--- src/rtl/phys_free_list.sv ---
// phys_free_list
// Free-list controller for the physical register file sitting behind the
// FRAT/RRAT pair. Rename pulls tags from the head of a circular list in
// program order. Commit pushes released tags onto the tail. A flush rewinds
// the speculative head to the committed head in one cycle. Tags handed out
// but not yet committed stay in storage between cmt_head and spec_head, so
// the rewind needs no copying.
//
// Ports
//   CLK            clock, all state updates on the rising edge
//   RESET          asynchronous, active-low reset
//   alloc_req      Rename wants one tag this cycle
//   alloc_valid    a tag is available and no flush is in progress
//   alloc_tag      tag at the speculative head; meaningful when alloc_valid
//   commit_alloc   a retiring instruction had allocated a tag
//   free_valid     a retiring instruction releases its old mapping
//   free_tag       the tag being released
//   flush          squash all speculative allocations
//   free_count     registered count of allocatable tags
//   empty          no tag is allocatable
//   rename_halt    Rename must hold its queue
//   err_overflow   sticky: a push was attempted while the committed list was full
//   err_underflow  sticky: a commit went past spec_head, or alloc_req while empty

module phys_free_list #(
  parameter int NUM_PHYS = 64,
  parameter int NUM_ARCH = 32,
  parameter int TAG_W    = $clog2(NUM_PHYS),
  parameter int DEPTH    = NUM_PHYS - NUM_ARCH
) (
  input  logic             CLK,
  input  logic             RESET,
  input  logic             alloc_req,
  output logic             alloc_valid,
  output logic [TAG_W-1:0] alloc_tag,
  input  logic             commit_alloc,
  input  logic             free_valid,
  input  logic [TAG_W-1:0] free_tag,
  input  logic             flush,
  output logic [TAG_W-1:0] free_count,
  output logic             empty,
  output logic             rename_halt,
  output logic             err_overflow,
  output logic             err_underflow
);

  localparam int IDX_W = $clog2(DEPTH);
  localparam int PTR_W = IDX_W + 1;

  logic [TAG_W-1:0] tag_mem [DEPTH];

  // Each pointer carries an extra wrap bit above the index bits.
  logic [PTR_W-1:0] spec_head;
  logic [PTR_W-1:0] cmt_head;
  logic [PTR_W-1:0] tail;

  logic             do_alloc;
  logic             push_req;
  logic             do_push;
  logic             cmt_full;
  logic             underflow_evt;
  logic             overflow_evt;
  logic [PTR_W-1:0] tail_next;
  logic [PTR_W-1:0] cmt_next;
  logic [PTR_W-1:0] spec_next;
  logic [PTR_W-1:0] count_next;

  // The outputs are derived from the registered count and the head pointer.
  // A tag freed this cycle is not bypassed to the allocation side.
  always_comb begin
    empty       = (free_count == '0);
    alloc_valid = !empty && !flush;
    alloc_tag   = tag_mem[spec_head[IDX_W-1:0]];
    rename_halt = empty || (alloc_req && (free_count == TAG_W'(1)) && !free_valid);
  end

  // Compute the next values of all pointers. The committed list is full when
  // the index bits match and the wrap bits differ. A push into a full list is
  // dropped. On a flush, the speculative head jumps to the committed head,
  // including any commit that happens in the same cycle.
  always_comb begin
    do_alloc      = alloc_req && alloc_valid;
    push_req      = free_valid && (free_tag != '0);
    cmt_full      = (tail[IDX_W-1:0] == cmt_head[IDX_W-1:0]) &&
                    (tail[IDX_W] != cmt_head[IDX_W]);
    do_push       = push_req && !cmt_full;
    overflow_evt  = push_req && cmt_full;
    underflow_evt = (commit_alloc && (cmt_head == spec_head)) ||
                    (alloc_req && empty);
    tail_next     = tail + PTR_W'(do_push);
    cmt_next      = cmt_head + PTR_W'(commit_alloc);
    spec_next     = flush ? cmt_next : (spec_head + PTR_W'(do_alloc));
    count_next    = tail_next - spec_next;
  end

  // Update the pointers, the registered free count and the sticky error flags.
  // At reset, the tail sits one full lap ahead of both heads, so all DEPTH
  // entries are allocatable.
  always_ff @(posedge CLK or negedge RESET) begin
    if (!RESET) begin
      spec_head     <= '0;
      cmt_head      <= '0;
      tail          <= PTR_W'(DEPTH);
      free_count    <= TAG_W'(DEPTH);
      err_overflow  <= 1'b0;
      err_underflow <= 1'b0;
    end else begin
      spec_head  <= spec_next;
      cmt_head   <= cmt_next;
      tail       <= tail_next;
      free_count <= TAG_W'(count_next);
      if (overflow_evt)  err_overflow  <= 1'b1;
      if (underflow_evt) err_underflow <= 1'b1;
    end
  end

  // Storage. At reset, it holds the physical tags that are not initially
  // mapped: NUM_ARCH upward. Released tags are written at the tail.
  always_ff @(posedge CLK or negedge RESET) begin
    if (!RESET) begin
      for (int i = 0; i < DEPTH; i++) tag_mem[i] <= TAG_W'(NUM_ARCH + i);
    end else if (do_push) begin
      tag_mem[tail[IDX_W-1:0]] <= free_tag;
    end
  end

endmodule
--- config.mk ---
export PLATFORM = sky130hd
export DESIGN_NAME = phys_free_list
export DESIGN_NICKNAME = d
export VERILOG_FILES = /design/src/rtl/phys_free_list.sv
export SDC_FILE = /design/constraint.sdc
export NUM_CORES = 1
export LEC_CHECK = 0
export ABC_AREA = 1
export ABC_CLOCK_PERIOD_IN_PS = 4950
export BUFFER_PORTS_ARGS = -buffer_cell sky130_fd_sc_hd__buf_2
export CORE_ASPECT_RATIO = 0.5
export CORE_MARGIN = 3
export CORE_UTILIZATION = 45
export DETAILED_ROUTE_END_ITERATION = 16
export PLACE_DENSITY = 0.57
export RECOVER_POWER = 25
export SETUP_SLACK_MARGIN = 0.15
export SLEW_MARGIN = 10
export SYNTH_ARGS = -nofsm -noshare
export SYNTH_HDL_FRONTEND = slang
export SYNTH_SLANG_ARGS = --single-unit
--- constraint.sdc ---
create_clock -name CLK -period 4.95 [get_ports CLK]
set_input_delay 0.2475 -clock CLK [delete_from_list [all_inputs] [get_ports CLK]]
set_output_delay 0.2475 -clock CLK [all_outputs]
set_load 0.01 [all_outputs]
==> flow_metrics.env <==
export IMPL_run_status="finished clean"
export IMPL_wire_per_inst_microns=19.4
export IMPL_fmax_mhz=293
export IMPL_nNetsFinal=1541
export IMPL_crit_start="spec_head[1]"
export IMPL_fillerInstances=2528
export IMPL_core_area_sq_um=25700
export IMPL_antennaDiodeCount=0
export IMPL_fin_hold_ws_ns=0.0688
export IMPL_hp_class="input pin to register"
export IMPL_die_width_microns=237
export IMPL_yosysWarnings=0
export IMPL_startpoint_type="register"
export IMPL_cts_sinks=218
export IMPL_gp_congestion=0.855
export IMPL_leakage_uw=0.00615
export IMPL_rows=41
export IMPL_worstSkewPairLatency_ns=0.53
export IMPL_synth_edff_count=0
export IMPL_async_flop_share_pct=100
export IMPL_layout_commonest_cell="nand2_1"
export IMPL_hpwl_microns=21900
export IMPL_clock_path_buffers=3
export IMPL_slew_violations=0
export IMPL_irDropWorstVdd_mv=0.760
export IMPL_cts_buffers=23
export IMPL_maxCapViolCount=0
export IMPL_synth_avg_cell_area_sq_um=7.70
export IMPL_internal_power_uw=4930
export IMPL_worstSetupEndpointType="output port"
export IMPL_grt_overflow=0
export IMPL_min_from="flush"
export IMPL_grt_pass1_vias=10100
export IMPL_tightest_slew_ns=1.16
export IMPL_finalHoldViolations=0
export IMPL_grt_start_max_net_pins=211
export IMPL_rr_startpoint="free_count[3]"
export IMPL_setup_slack_ns=1.54
export IMPL_grt_pass1_wl_microns=57800
export IMPL_cts_resized=0
export IMPL_io_pins=29
export IMPL_swShare_pct=42.9
export IMPL_syn_nets=1580
export IMPL_viasPerCell=5.79
export IMPL_die_area_sq_um=28700
export IMPL_crit_type="register to output port"
export IMPL_wl_microns=36400
export IMPL_vias=10900
export IMPL_period_minus_slack_ns=3.41
export IMPL_final_util_pct=50.1
export IMPL_ant_nets=0
export IMPL_pre_cts_slack_ns=1.84
export IMPL_htree_levels=1
export IMPL_synth_distinct_cells=34
export IMPL_powerDensity_nw_per_um2=670
export IMPL_period_share_pct=68.9
export IMPL_power_share_clock_pct=20.7
export IMPL_power_frac_comb_pct=40.3
export IMPL_path_clk_slew_ns=0.06
export IMPL_syn_inst=1556
export IMPL_cts_root_buffer="clkbuf_16"
export IMPL_ys_seq_elements=218
export IMPL_holdBufCountCts=3
export IMPL_drtIter0Drc=1369
export IMPL_route_detailed_drc=0
export IMPL_synth_area_sq_um=12000
export IMPL_power_net_switching_uw=3700
export IMPL_cts_setup_buffers=0
export IMPL_pwr_share_seq_pct=39.0
export IMPL_dr_pass1_iters=5
export IMPL_final_setup_viol_count=0
export IMPL_drive_above_1_share_pct=14.8
export IMPL_die_h_microns=121
export IMPL_maxSlewHeadroom_pct=22.6
export IMPL_required_ns=4.70
export IMPL_area_growth_pct=7.53
export IMPL_fin_worst_skew_ns=0.0159
export IMPL_arrival_ns=3.16
export IMPL_layout_common_cells="nand2_1, nand4_1, nand3_1, dfstp_2, dfrtp_1"
export IMPL_tns_ns=0
export IMPL_antenna_found_initial=0
export IMPL_numPortBuffers=28
export IMPL_grt_usage_pct=25.3
export IMPL_yosysSeqAreaShare_pct=46.7
export IMPL_synth_ff_type="dfstp_2"
export IMPL_critPathMaxFanout=25
export IMPL_cts_tree="built"
export IMPL_start_util_pct=46.6
export IMPL_grt_setup_unrepaired="false"
## worst paths after layout
kind                                 end  slack (ns)  cells past startpoint
max                         alloc_tag[4]        1.54                      9
min                         spec_head[0]        0.07                      3
max reg2reg                free_count[5]        1.87                     20
min reg2reg                  tag_mem[56]        0.46                      2
max in group asynchronous   spec_head[0]        3.33                      3
min in group asynchronous    tag_mem[90]        0.35                      2
## logic make-up after synthesis
kind of cell             synth area share, %
adder cells (fa/ha/maj)                 1.32
XOR/XNOR                                1.02
AND/OR/NAND/NOR                         41.7
flip-flops                              46.7
AO/OA/AOI/OAI                           2.55
buffers and inverters                   6.69
## power groups by stage
| stage | Clock [uW] | Sequential, uW | Combinational [uW] |
|---|---|---|---|
| floorplan | 0 | 3180 | 2530 |
| global placement | 0 | 3350 | 3390 |
| detailed placement | 0 | 3360 | 3440 |
| CTS | 1820 | 3350 | 3450 |
| global route | 1900 | 3460 | 3900 |
| finish | 1790 | 3370 | 3480 |
## area by class of cell
type	instances	area [sq um]	share of cell area, %
clock inverter	7	95.1	0.738
tap	344	430	3.34
multi-input combinational	1182	5600	43.4
timing repair buffer	46	320	2.49
sequential	218	5600	43.5
inverter	46	178	1.38
clock buffer	34	667	5.18
## worst max-delay path: stages, from the launching register on
cell	delay, ns
dfrtp_1	0.63
clkinv_1	0.91
nand3_1	0.39
nand3_1	0.12
nand3_1	0.13
nand2_1	0.06
nand2_1	0.11
inv_1	0.05
nand2_1	0.08
buf_2	0.13
## synthesized netlist by cell type (2+ instances only)
cell	instances	area, sq um
or2_2	2	12.5
nand3_2	32	320
ha_1	11	138
o22ai_1	5	31.3
nor3_1	2	10.0
inv_1	38	143
buf_4	6	45.0
o211ai_1	6	45.0
dfstp_2	114	3000
buf_1	18	67.6
xor2_1	13	114
buf_2	45	225
clkinv_1	3	11.3
clkbuf_1	21	78.8
dfrtp_1	104	2600
nand4_1	192	1200
buf_6	18	203
a21oi_1	17	85.1
nand3_1	126	631
o21bai_1	2	15.0
o21ai_0	11	55.1
clkbuf_2	2	10.0
inv_2	5	18.8
a21boi_0	6	45.0
nand2_1	698	2620
nor2_1	51	191
## metal layers
metal,track usage (%),part of all wire [%],vias up
met5,0,0,-
met4,5.84,2.1,0
met3,4.61,7.1,56
met2,36.8,42,402
met1,38.9,49,5282
li1,-,-,5124
## flip-flops by register name (all words and copies together), names as in the netlist
signal and flops:
spec_head 6, err_underflow 1, cmt_head 6, tail 6
tag_mem 192, free_count 6, err_overflow 1
## through the flow
step | cells | power (uW) | area, sq um
4_1_cts | 1877 | 8620 | 12900
3_3_place_gp | 1833 | 6740 | 12100
5_1_grt | 1877 | 9250 | 12900
6_report | 1877 | 8630 | 12900
3_5_place_dp | 1833 | 6800 | 12100
2_1_floorplan | 1556 | 5710 | 12000
Note: power is estimated with default switching activity, not from simulation.
